`src/rtl/rf_wb_ctrl_pkg.sv`:
```
// Shared types and constants for the register-file writeback controller.
package rf_wb_ctrl_pkg;
    localparam int NUM_REGS = 8;
    localparam int SEL_W    = 3;
    localparam int DATA_W   = 16;
    localparam int CNT_W    = 2;
    localparam logic [CNT_W-1:0] CNT_MAX = 2'd3;

    typedef struct packed {
        logic [SEL_W-1:0]  sel;
        logic [DATA_W-1:0] data;
    } wb_entry_t;
endpackage

```
`src/rtl/rf_wb_ctrl_if.sv`:
```
// Result handshake from the producers plus the register-file write port.
interface rf_wb_ctrl_if;
    import rf_wb_ctrl_pkg::*;

    logic              res_valid;
    logic [SEL_W-1:0]  res_sel;
    logic [DATA_W-1:0] res_data;
    logic              res_ready;
    logic [SEL_W-1:0]  writeregsel;
    logic [DATA_W-1:0] writedata;
    logic              write;

    modport master (
        output res_valid, res_sel, res_data,
        input  res_ready, writeregsel, writedata, write
    );

    modport slave (
        input  res_valid, res_sel, res_data,
        output res_ready, writeregsel, writedata, write
    );
endinterface

```
`src/rtl/rf_wb_ctrl_wb_fifo.sv`:
```
// DEPTH-entry result FIFO; pointers carry a wrap bit to tell full from empty.
module wb_fifo
    import rf_wb_ctrl_pkg::*;
#(
    parameter int DEPTH = 2
) (
    input  logic      clk,
    input  logic      rst,
    input  logic      push,
    input  logic      pop,
    input  wb_entry_t din,
    output wb_entry_t head,
    output logic      empty,
    output logic      full
);
    localparam int AW = $clog2(DEPTH);

    logic [AW:0] wr_ptr, rd_ptr;
    wb_entry_t   mem [DEPTH];

    assign empty = (wr_ptr == rd_ptr);
    assign full  = (wr_ptr[AW] != rd_ptr[AW]) && (wr_ptr[AW-1:0] == rd_ptr[AW-1:0]);
    assign head  = mem[rd_ptr[AW-1:0]];

    always_ff @(posedge clk or posedge rst) begin
        if (rst) begin
            wr_ptr <= '0;
            rd_ptr <= '0;
        end else begin
            if (push) wr_ptr <= wr_ptr + 1'b1;
            if (pop)  rd_ptr <= rd_ptr + 1'b1;
        end
    end

    // Storage needs no reset: contents are only visible through the empty mask.
    always_ff @(posedge clk) begin
        if (push) mem[wr_ptr[AW-1:0]] <= din;
    end
endmodule

```
`src/rtl/rf_wb_ctrl.sv`:
```
// Writeback controller: buffers results, drains one per cycle into the
// register file and tracks pending writes per register for hazard detection.
module rf_wb_ctrl
    import rf_wb_ctrl_pkg::*;
#(
    parameter int DEPTH = 2
) (
    input  logic                clk,
    input  logic                rst,
    rf_wb_ctrl_if.slave         wb,
    input  logic                alloc,
    input  logic [SEL_W-1:0]    alloc_sel,
    input  logic                hold,
    input  logic [SEL_W-1:0]    chk1sel,
    input  logic [SEL_W-1:0]    chk2sel,
    output logic                stall,
    output logic [NUM_REGS-1:0] busy,
    output logic                err
);
    logic      empty, full, push, pop;
    wb_entry_t head, din;

    assign pop          = !empty && !hold;
    assign wb.res_ready = !full || pop;
    assign push         = wb.res_valid && wb.res_ready;
    assign din          = '{sel: wb.res_sel, data: wb.res_data};

    assign wb.write       = pop;
    assign wb.writeregsel = empty ? '0 : head.sel;
    assign wb.writedata   = empty ? '0 : head.data;

    wb_fifo #(.DEPTH(DEPTH)) u_fifo (
        .clk   (clk),
        .rst   (rst),
        .push  (push),
        .pop   (pop),
        .din   (din),
        .head  (head),
        .empty (empty),
        .full  (full)
    );

    logic [NUM_REGS-1:0][CNT_W-1:0] cnt, cnt_nxt;
    logic [NUM_REGS-1:0]            inc, dec;
    logic                           err_hit;

    always_comb begin
        inc = '0;
        dec = '0;
        if (alloc) inc[alloc_sel] = 1'b1;
        if (pop)   dec[head.sel]  = 1'b1;
    end

    // Coincident alloc and pop cancel; overflow and underflow saturate and flag.
    always_comb begin
        cnt_nxt = cnt;
        err_hit = 1'b0;
        for (int i = 0; i < NUM_REGS; i++) begin
            case ({inc[i], dec[i]})
                2'b10: begin
                    if (cnt[i] == CNT_MAX) err_hit = 1'b1;
                    else                   cnt_nxt[i] = cnt[i] + 1'b1;
                end
                2'b01: begin
                    if (cnt[i] == '0) err_hit = 1'b1;
                    else              cnt_nxt[i] = cnt[i] - 1'b1;
                end
                default: ;
            endcase
        end
    end

    always_ff @(posedge clk or posedge rst) begin
        if (rst) begin
            cnt <= '0;
            err <= 1'b0;
        end else begin
            cnt <= cnt_nxt;
            err <= err | err_hit;
        end
    end

    for (genvar g = 0; g < NUM_REGS; g++) begin : g_busy
        assign busy[g] = |cnt[g];
    end

    assign stall = busy[chk1sel] | busy[chk2sel];
endmodule
```
`src/flat_wrapper.sv`:
```
// flat-port wrapper written by rule: the top's interface ports become plain ports
module rf_wb_ctrl_flat import rf_wb_ctrl_pkg::*;
#(
    parameter int DEPTH = 2
)
  (clk, rst, alloc, alloc_sel, hold, chk1sel, chk2sel, stall, busy, err, wb_res_valid, wb_res_sel, wb_res_data, wb_res_ready, wb_writeregsel, wb_writedata, wb_write);
  rf_wb_ctrl_if wb_i ();
  input  logic clk;
  input  logic rst;
  input  logic alloc;
  input  logic [SEL_W-1:0] alloc_sel;
  input  logic hold;
  input  logic [SEL_W-1:0] chk1sel;
  input  logic [SEL_W-1:0] chk2sel;
  output logic stall;
  output logic [NUM_REGS-1:0] busy;
  output logic err;
  input wire logic [$bits(wb_i.res_valid)-1:0] wb_res_valid;
  input wire logic [$bits(wb_i.res_sel)-1:0] wb_res_sel;
  input wire logic [$bits(wb_i.res_data)-1:0] wb_res_data;
  output wire logic [$bits(wb_i.res_ready)-1:0] wb_res_ready;
  output wire logic [$bits(wb_i.writeregsel)-1:0] wb_writeregsel;
  output wire logic [$bits(wb_i.writedata)-1:0] wb_writedata;
  output wire logic [$bits(wb_i.write)-1:0] wb_write;
  assign wb_i.res_valid = wb_res_valid;
  assign wb_i.res_sel = wb_res_sel;
  assign wb_i.res_data = wb_res_data;
  assign wb_res_ready = wb_i.res_ready;
  assign wb_writeregsel = wb_i.writeregsel;
  assign wb_writedata = wb_i.writedata;
  assign wb_write = wb_i.write;
  rf_wb_ctrl #(.DEPTH(DEPTH)) u_core (.clk(clk), .rst(rst), .wb(wb_i), .alloc(alloc), .alloc_sel(alloc_sel), .hold(hold), .chk1sel(chk1sel), .chk2sel(chk2sel), .stall(stall), .busy(busy), .err(err));
endmodule
```
`config.mk`:
```
export PLATFORM = sky130hd
export DESIGN_NAME = rf_wb_ctrl_flat
export DESIGN_NICKNAME = d
export VERILOG_FILES = /design/src/rtl/rf_wb_ctrl_pkg.sv /design/src/rtl/rf_wb_ctrl_if.sv /design/src/rtl/rf_wb_ctrl_wb_fifo.sv /design/src/rtl/rf_wb_ctrl.sv /design/src/flat_wrapper.sv
export SDC_FILE = /design/constraint.sdc
export NUM_CORES = 1
export LEC_CHECK = 0
export CAP_MARGIN = 0
export CORE_MARGIN = 2
export CORE_UTILIZATION = 32
export DETAILED_ROUTE_END_ITERATION = 10
export PLACE_DENSITY = 0.58
export SETUP_SLACK_MARGIN = 0.5
export SLEW_MARGIN = 20
export SYNTH_ARGS = -nofsm -noshare
export SYNTH_HDL_FRONTEND = slang
export SYNTH_SLANG_ARGS = --single-unit
```
`constraint.sdc`:
```
create_clock -name clk -period 2.86 [get_ports clk]
set_input_delay 0.858 -clock clk [delete_from_list [all_inputs] [get_ports clk]]
set_output_delay 0.858 -clock clk [all_outputs]
set_load 0.02 [all_outputs]
```
* Word level (Yosys, flattened, before mapping) *
Memories as Yosys holds them, arrays and structs flattened.
Cells that the tools add are included.
Widths: inputs -> output; s select.

storage, ports and cells
  logic and storage cells = 184
  memories kept = 1
  memory bits (writable) = 38
  bits in registers = 21

cells by class
  multiplexer cells = 62
  equality and inequality tests = 43
  reductions and logical operators = 41
  add/subtract/negate cells = 18
  bitwise gates (word level) = 2
  magnitude comparators = 6

memories
  memory             words  width  rd ports  clocked after memory_dff  wr ports  RTL line                  source
  u_core.u_fifo.mem  2      19     1         0                         1         rf_wb_ctrl_wb_fifo.sv:19  wb_entry_t mem [DEPTH];

operators by type and width
  cell                 number
  $eq 2x2->1 const B   16
  $mux 2               16
  $ne 2x2->1 const B   16
  $pmux 2 s2           8
  $reduce_and 3->1     8
  $mux 1               22
  $add 2x1->2 const B  10
  $eq 2x1->1 const B   8
  $logic_not 2->1      8
  $lt 3x4->1 const B   4
  $mux 16              1
  $mux 8               2
  $pmux 1 s2           8
  $reduce_bool 2->1    8
  $reduce_or 2->1      8
  $sub 2x1->2 const B  8
  $bmux 1 s3           2
  $demux 1 s3          2
  $ge 3x1->1 const B   2
  $logic_and 1x1->1    5
  $logic_not 1->1      3
  $mux 3               1
  $eq 2x2->1           1
  $or 1x1->1           2
  3 further kinds      3

* Depth between registers and ports, before layout *
Gate-level depths: netlist of the first run.
An unclocked memory read counts as a cell.

  depth after elaboration = 23
  gate-level depth with buffers = 11
  gate-level depth less buffers = 9

* Modules after synthesis *
A second synthesis of the first run with hierarchy kept.

second synthesis, totals
  cells, all modules = 297
  area total of the unflattened synthesis = 3,256.9 um^2

by module, submodules not included
  module      area an instance (um^2)  cells an instance  sequential area each (um^2)  times used
  rf_wb_ctrl  1,696.6                  222                425.4                        1
  wb_fifo     1,560.2                  75                 1,241.2                      1

* Worst setup path before layout of the first run *
Ideal clock, no wire load.

  kind = in2out
  start = input port chk2sel[0]
  end = output port stall
  stages = 3
  buffers on the path = 0
  setup slack = 0.099 ns
  data arrival time = 1.903 ns
  cells stage by stage = mux2_2 -> mux4_2 -> or2_1

between the ends
  cells in the longest elaborated chain, start to end = 3

RTL lines
  what                          RTL line            source
  start: declaration            flat_wrapper.sv:14  input logic [SEL_W-1:0] chk2sel;
  $bmux 1 s3                    rf_wb_ctrl.sv:87    assign stall = busy[chk1sel] | busy[chk2sel];
  $mux 1 (implied by the code)  rf_wb_ctrl.sv:87
  $or 1x1->1                    rf_wb_ctrl.sv:87
  end: declaration              flat_wrapper.sv:15  output logic stall;

Every way passes these cells. The select of a mux whose other input is x is not followed.

* Final worst setup path of the first run *
Same ends and word-level chain as after synthesis.

==> impl_metrics.csv, run 1 <==
group,metric,value,unit
route,drc,0,
layout,final_cells,609,
clocking,htree_levels,3,
yosys,synth-seq-cells,59,
run_status,status,"complete, but fails checks",
critical_path,r2r_setup_slack,0.28,ns
global_route,grt_pass1_vias,2937,
place,port_buffers,63,
sta,tightestPinTransition,0.512,ns
route,dr.pass1.iters,4,
critical_path,slowest_stage,"mux4_2",
critical_path,worstPathCellList,"buf_2 -> mux2_4 -> mux4_2 -> or2_4 -> buf_6",
global_route,grt_pass1_wl,14000,um
power_and_ir_drop,ir_worst_vdd,0.000804,V
route,wire_per_inst,14.7,um
clocking,cts_made_buffers,9,
layout,synthToLayoutAreaGrowth,63.1,%
sta,setup_viol,1,
sta,period_needed,2.96,ns
die,initial_core_util,32.7,%
yosys,synth_warnings,0,
place,placed_cells,567,
critical_path,critPathRequiredTime,2.00,ns
place,place_ws,-0.993,ns
layout,n_antenna_cell,0,
route,drt_iter0_drc,88,
global_route,antenna_found_initial,0,
yosys,yosysSeqAreaShare,49.8,%
critical_path,arrival,2.10,ns
power_and_ir_drop,power_density,1240,mW/mm2
yosys,synth_area,0.00335,mm2
global_route,grt_max_degree,22,
yosys,synthDistinctLibCells,41,
die,die_h,106,um
yosys,syn_nets,378,
sta,slew_viol_final,0,
place,place_congestion,0.822,
route,ant_nets,0,
critical_path,end_kind,"output pin",
yosys,synth-edff-count,38,
die,die_area,0.0113,mm2
critical_path,path_delay_family,"multiplexers",
die,boundaryPins,64,
sta,setup_ws,-0.0989,ns
clocking,cts_tree,"yes",
critical_path,start_kind,"primary input",
global_route,grtUsageTotal,15.8,%
power_and_ir_drop,finalPower,6790,uW
yosys,async_flop_share,35.6,%
critical_path,crit_buf_inv,2,
layout,final_common_cell,"buf_4",
route,viasPerCell,4.82,
hold_path,hold_class,"reg -> reg",
sta,rsz0062_at_grt,"true",
sta,hold_viol,0,
sta,relSlewSlack,65.9,%
die,core-area,0.0102,mm2
die,rows,37,
yosys,synthFlopType,"edfxtp_1",
sta,fin_crit_sh,103,%
global_route,overflow,0,
critical_path,slowest_delay,0.45,ns
clocking,cts-root-buf,"clkbuf_8",
yosys,synthCells,329,
run_status,violations,"setup timing",
layout,nFillCells,883,
yosys,syn_area_per_cell,10.2,um2
die,die_x,106,um
flow_run,drv_cap,0,
route,wl,8950,um
clocking,clkLatencyLatePin,0.33,ns
layout,nets,517,
sta,skew,0.00820,ns
layout,mostFrequentLayoutCells,"55 x buf_4, 38 x edfxtp_1, 34 x buf_6, 31 x a21oi_1",
layout,drive_gt1_share,40.6,%
clocking,clk_path_buf_depth,2,
layout,fin_util,53.4,%
power_and_ir_drop,power_leakage,0.00225,uW
critical_path,worstSetupPathType,"in -> out",
clocking,clk_pin_slew_worst_paths,0.06,ns
sta,fmax,338,MHz
sta,whs,0.587,ns
clocking,clkSinkCount,59,
critical_path,worstPathMaxFanout,3,
place,dp.final_hpwl,5810,um
route,vias,2937,
-- cell type report --
| cell class | instances | area [um2] | share of cell area (%) |
|---|---|---|---|
| clock buffer | 11 | 131 | 2.41 |
| timing repair buffer | 139 | 1380 | 25.2 |
| tap | 136 | 170 | 3.12 |
| multi-input combinational | 238 | 1950 | 35.8 |
| clock inverter | 5 | 77.6 | 1.42 |
| sequential | 59 | 1670 | 30.6 |
| inverter | 21 | 78.8 | 1.44 |
-- cells by family after synthesis --
family | count (synthesis) | share of synthesized area [%]
simple gates | 132 | 19.4
flops | 59 | 49.8
mux | 23 | 7.77
xor+xnor | 7 | 1.83
fa+ha+maj | 16 | 5.98
compound gates | 60 | 10.8
buf+inv | 32 | 4.41
-- power by group --
| part | total (uW) | internal [uW] | switching [uW] |
|---|---|---|---|
| Clock | 815 | 488 | 327 |
| Combinational | 4570 | 2390 | 2180 |
| Sequential | 1400 | 1220 | 181 |
-- worst min-delay path: cells and delay by family, from the launching register on --
family	cells	cell delay, ns
AO/OA/AOI/OAI	1	0.06
buffers and inverters	1	0.14
flip-flops	1	0.34
-- layer usage --
| metal | vias to the layer above | track usage (%) | routed length (um) | share of wire [%] |
|---|---|---|---|---|
| met2 | 91 | 26.8 | 4410 | 49 |
| met3 | 20 | 5.21 | 599 | 6.7 |
| met4 | 0 | 6.02 | 241 | 2.7 |
| met1 | 1382 | 18.6 | 3700 | 41 |
| met5 | - | 0 | 0 | 0 |
| li1 | 1444 | - | - | - |
-- per-stage QoR --
step           setup TNS (ns)  instance area [um2]
2_1_floorplan               0                 3380
3_3_place_gp            -3.13                 4480
3_5_place_dp            -3.63                 4480
4_1_cts                -0.131                 5110
5_1_grt                -0.152                 5460
6_report              -0.0989                 5460
-- registers in the layout (all words and copies together) (netlist names) --
| name | count |
|---|---|
| u_core.u_fifo.wr_ptr | 2 |
| u_core.err | 1 |
| u_core.u_fifo.rd_ptr | 2 |
| u_core.cnt | 16 |
| u_core.u_fifo.mem | 38 |
-- Yosys cell counts (3+ instances only) --
master / number / share of area, %
and2_1: 9 / 1.7
o22ai_1: 7 / 1.3
nor2_1: 45 / 5.0
inv_1: 21 / 2.4
dfrtp_1: 21 / 16
nor2b_1: 10 / 1.9
mux2_2: 4 / 1.3
o21ai_0: 7 / 1.0
edfxtp_1: 38 / 34
buf_2: 5 / 0.75
a21oi_1: 35 / 5.2
nor3b_1: 5 / 1.1
nand3_1: 10 / 1.5
nor3_1: 12 / 1.8
or2_1: 3 / 0.56
ha_1: 16 / 6.0
or2_2: 3 / 0.56
mux2i_1: 17 / 5.1
xnor2_1: 5 / 1.3
nand2b_1: 7 / 1.3
nand2_1: 21 / 2.4
-- final timing paths --
kind                                    startpoint  cells past startpoint                       to
max                                     chk2sel[0]                      5                    stall
min                                 u_core.cnt[14]                      2           u_core.cnt[14]
max reg2reg                u_core.u_fifo.wr_ptr[1]                     10               u_core.err
min reg2reg                         u_core.cnt[14]                      2           u_core.cnt[14]
max in group asynchronous                      rst                      3  u_core.u_fifo.rd_ptr[0]
min in group asynchronous                      rst                      3           u_core.cnt[13]
-- timing repair --
item	4_1_cts	5_1_grt
pin swaps	17	22
buffers inserted	13	10
gates cloned	2	1
hold endpoints to repair	0	0
resized for setup	226	55
setup endpoints to repair	62	30
hold buffers	0	0
Note: power is estimated with default switching activity, not from simulation.
==> inputs of run 2 (changes only) <==
CORE_UTILIZATION = 25   (was 32)
PLACE_DENSITY = 0.48   (was 0.58)
SKIP_LAST_GASP = 1   (was unset)
==> impl_metrics.csv, run 2 (synthesis gave the netlist of run 1 again) <==
group,metric,value,unit
clocking,clkLatencyLatePin,0.32,ns
power_and_ir_drop,power_density,1200,mW/mm2
route,wl,8970,um
clocking,htree_levels,3,
global_route,grt_pass1_vias,2915,
global_route,overflow,0,
sta,fin_crit_sh,105,%
layout,drive_gt1_share,43.7,%
critical_path,arrival,2.14,ns
critical_path,regToRegEndpoint,"u_core.err",
place,port_buffers,63,
die,die_area,0.0143,mm2
sta,slew_viol_final,0,
critical_path,worstPathMaxFanout,5,
power_and_ir_drop,ir_worst_vdd,0.000571,V
layout,synthToLayoutAreaGrowth,69.2,%
run_status,violations,"setup timing",
clocking,clkSinkCount,59,
layout,largest_reg_flops,38,
critical_path,start_kind,"primary input",
layout,fin_util,43.1,%
sta,setup_viol,1,
global_route,grt_pass1_wl,14100,um
route,drc,0,
sta,hold_viol,0,
clocking,cts-root-buf,"clkbuf_16",
hold_path,hold_path_depth,2,
critical_path,r2r_start,"u_core.u_fifo.wr_ptr[1]",
route,viasPerCell,4.40,
run_status,status,"complete, but fails checks",
sta,tightestPinTransition,0.280,ns
critical_path,r2r_setup_slack,0.34,ns
hold_path,holdPathEnd,"u_core.cnt[14]",
sta,period_needed,3.00,ns
layout,nets,522,
sta,whs,0.573,ns
hold_path,hp-start,"u_core.cnt[14]",
hold_path,hold_class,"reg -> reg",
global_route,antenna_found_initial,0,
place,place_congestion,0.832,
clocking,clk_path_buf_depth,2,
die,die_x,120,um
global_route,grt_max_degree,22,
place,dp.final_hpwl,5960,um
die,rows,42,
die,die_h,120,um
sta,relSlewSlack,80.8,%
power_and_ir_drop,power_leakage,0.00235,uW
route,wire_per_inst,13.7,um
die,initial_core_util,25.5,%
sta,rsz0062_at_grt,"true",
sta,setup_ws,-0.135,ns
clocking,clk_pin_slew_worst_paths,0.05,ns
clocking,cts_hold_buffers,0,
die,core-area,0.0131,mm2
critical_path,critPathRequiredTime,2.00,ns
route,dr.pass1.iters,4,
layout,nFillCells,1263,
route,drt_iter0_drc,88,
layout,n_antenna_cell,0,
sta,fmax,334,MHz
global_route,grtUsageTotal,12.6,%
critical_path,worst-r2r-cell-count,11,
critical_path,end_kind,"output pin",
route,vias,2875,
layout,final_common_cell,"buf_4",
clocking,cts_tree,"yes",
sta,skew,0.00582,ns
flow_run,drv_cap,0,
critical_path,worstSetupPathType,"in -> out",
die,boundaryPins,64,
route,ant_nets,0,
layout,mostFrequentLayoutCells,"64 x buf_4, 38 x edfxtp_1, 35 x buf_6, 29 x a21oi_1, 24 x clkdlybuf4s50_1",
clocking,cts_made_buffers,9,
## run 2: cell count changes in the layout (fill, tap and decap cells not counted), sizes merged
cell | previous run | this run
bufinv | 2 | 1
clkbuf | 12 | 11
clkdlybuf4s15 | 0 | 2
buf | 100 | 105
dlygate4sd2 | 14 | 13
clkinvlp | 1 | 2
## run 2: final cells by class
class	instances	area [um2]	share of cell area, %
well taps	176	220	3.89
inverters	21	81.3	1.44
repair buffers	144	1340	23.7
multi-input cells	238	2060	36.3
flip-flops and latches	59	1670	29.4
clock buffers	11	243	4.28
clock inverters	5	53.8	0.949
## run 2: worst max-delay path: stages
cell and delay (ns):
buf_6 0.10, buf_6 0.12, nor3_4 0.16, a21oi_1 0.05, mux4_2 0.46, or2_4 0.26, buf_6 0.13
## run 2: timing repair
item / 4_1_cts / 5_1_grt
cloned: 1 / 0
resized for setup: 197 / 91
setup endpoints to repair: 47 / 35
pin swaps: 19 / 36
setup buffers: 16 / 10
## run 2: metal layers
layer | part of all wire (%) | global-route usage [%] | up-vias | routed length (um)
li1 | - | - | 1450 | -
met1 | 43 | 15.2 | 1349 | 3870
met2 | 49 | 21.4 | 69 | 4420
met3 | 6.1 | 3.94 | 7 | 550
met4 | 1.5 | 3.90 | 0 | 133
met5 | 0 | 0 | - | 0
## run 2: per-stage QoR
stage	std cells	cell area (um2)	power (uW)	worst slack, ns	setup TNS (ns)
2_1_floorplan	329	3380	3160	0.145	0
3_3_place_gp	611	4570	4530	-0.940	-2.26
3_5_place_dp	611	4570	4540	-0.947	-2.54
4_1_cts	644	5190	6020	-0.148	-0.148
5_1_grt	654	5670	7260	-0.197	-0.197
6_report	654	5670	6800	-0.135	-0.135
## run 2: worst max path at each step
stage / startpoint / end / slack [ns] / cells after the start
detailed placement: chk1sel[1] / stall / -0.95 / 5
CTS: chk2sel[0] / stall / -0.15 / 7
finish: chk2sel[0] / stall / -0.14 / 7
global placement: chk1sel[1] / stall / -0.94 / 5
global route: chk2sel[0] / stall / -0.20 / 7
floorplan: chk1sel[1] / stall / 0.14 / 3
## run 2: where the power goes
part | switching (uW) | internal [uW]
Combinational | 2160 | 2210
Clock | 383 | 693
Sequential | 137 | 1220
Total | 2680 | 4120
==> inputs of run 3 (changes only) <==
SLEW_MARGIN = 15   (was 20)
TNS_END_PERCENT = 30   (was unset)
==> impl_metrics.csv, run 3 (synthesis gave the netlist of run 1 again) <==
group,metric,value,unit
layout,fin_util,41.6,%
route,dr.pass1.iters,4,
critical_path,start_kind,"primary input",
global_route,overflow,0,
place,dp.final_hpwl,5960,um
clocking,cts-root-buf,"clkbuf_16",
critical_path,worstSetupPathType,"in -> out",
sta,finalSetupTns,-0.135,ns
power_and_ir_drop,finalPower,6490,uW
route,drc,0,
layout,n_antenna_cell,0,
die,die_area,0.0143,mm2
die,boundaryPins,64,
critical_path,worst-r2r-cell-count,12,
place,place_ws,-0.947,ns
hold_path,hold_path_depth,2,
sta,tightestPinTransition,0.419,ns
route,wire_per_inst,13.4,um
die,die_x,120,um
layout,nets,520,
clocking,htree_levels,3,
flow_run,drv_cap,0,
global_route,grt_max_degree,22,
layout,drive_gt1_share,39.5,%
sta,hold_viol,0,
run_status,status,"complete, but fails checks",
route,drt_iter0_drc,79,
power_and_ir_drop,power_leakage,0.00226,uW
die,rows,42,
layout,synthToLayoutAreaGrowth,63.3,%
layout,largest_reg_flops,38,
route,vias,2839,
clocking,clkLatencyLatePin,0.32,ns
global_route,antenna_found_initial,0,
hold_path,hold_class,"reg -> reg",
route,wl,8720,um
power_and_ir_drop,power_density,1190,mW/mm2
die,core-area,0.0131,mm2
run_status,violations,"setup timing",
critical_path,arrival,2.14,ns
sta,skew,0.00564,ns
power_and_ir_drop,ir_worst_vdd,0.000525,V
sta,slew_viol_final,0,
critical_path,critPathRequiredTime,2.00,ns
die,die_h,120,um
layout,final_common_cell,"buf_4",
critical_path,end_kind,"output pin",
clocking,clk_pin_slew_worst_paths,0.05,ns
route,viasPerCell,4.35,
sta,relSlewSlack,71.8,%
sta,rsz0062_at_grt,"true",
layout,mostFrequentLayoutCells,"76 x buf_4, 38 x edfxtp_1, 35 x nor2_1, 32 x clkdlybuf4s50_1, 31 x a21oi_1",
sta,fin_crit_sh,105,%
sta,setup_viol,1,
clocking,clk_path_buf_depth,2,
critical_path,worstPathMaxFanout,5,
clocking,cts_made_buffers,9,
place,place_congestion,0.832,
die,initial_core_util,25.5,%
clocking,cts_tree,"yes",
place,port_buffers,63,
sta,period_needed,2.99,ns
sta,setup_ws,-0.135,ns
global_route,grt_pass1_wl,14000,um
global_route,grtUsageTotal,12.5,%
clocking,clkSinkCount,59,
layout,nFillCells,1283,
route,ant_nets,0,
global_route,grt_pass1_vias,2879,
sta,fmax,334,MHz
## run 3: cell count changes in the layout (fill, tap and decap cells not counted), sizes merged
cell and change:
buf -2, clkdlybuf4s15 -1, clkdlybuf4s50 +8, dlygate4sd2 -7
## run 3: where the power goes
group	internal, uW	total (uW)	switching [uW]
combinational	2050	4050	2000
clock	693	1080	383
sequential	1220	1370	146
## run 3: layout make-up
type | count | area, um2 | share of cell area [%]
Clock inverter | 5 | 53.8 | 0.984
Tap cell | 176 | 220 | 4.03
Sequential cell | 59 | 1670 | 30.5
Timing Repair Buffer | 142 | 1260 | 23.0
Clock buffer | 11 | 243 | 4.44
Multi-Input combinational cell | 238 | 1940 | 35.5
Inverter | 21 | 81.3 | 1.49
## run 3: routing by layer
layer	track usage (%)	vias up	routed length, um
li1	-	1446	-
met1	15.2	1326	3880
met2	21.0	62	4230
met3	4.04	5	523
met4	3.90	0	84
met5	0	-	0
## run 3: stage by stage
stage          cells  hold WS (ns)  instance area, um2
2_1_floorplan    329         0.492                3380
3_3_place_gp     611         0.515                4570
3_5_place_dp     611         0.518                4570
4_1_cts          640         0.572                5140
5_1_grt          652         0.588                5470
6_report         652         0.573                5470
## run 3: worst max-delay path: stages
cell and delay (ns):
buf_6 0.10, buf_6 0.12, nor3_4 0.16, a21oi_1 0.05
mux4_2 0.46, or2_4 0.26, buf_6 0.13
## run 3: repair_timing
item	in CTS	in global routing
gates resized for setup	132	88
endpoints found under the setup margin	47	44
cloned	1	0
pin swaps	15	14
buffers inserted	12	12
hold buffers	0	0
## run 3: path summary, 6_finish.rpt
kind / from / endpoint / slack, ns
min in group asynchronous: rst / u_core.cnt[15] / 0.89
max: chk2sel[0] / stall / -0.13
min: u_core.cnt[14] / u_core.cnt[14] / 0.57
max in group asynchronous: rst / u_core.u_fifo.rd_ptr[0] / 1.72
min reg2reg: u_core.cnt[14] / u_core.cnt[14] / 0.57
max reg2reg: u_core.u_fifo.rd_ptr[1] / u_core.err / 0.24
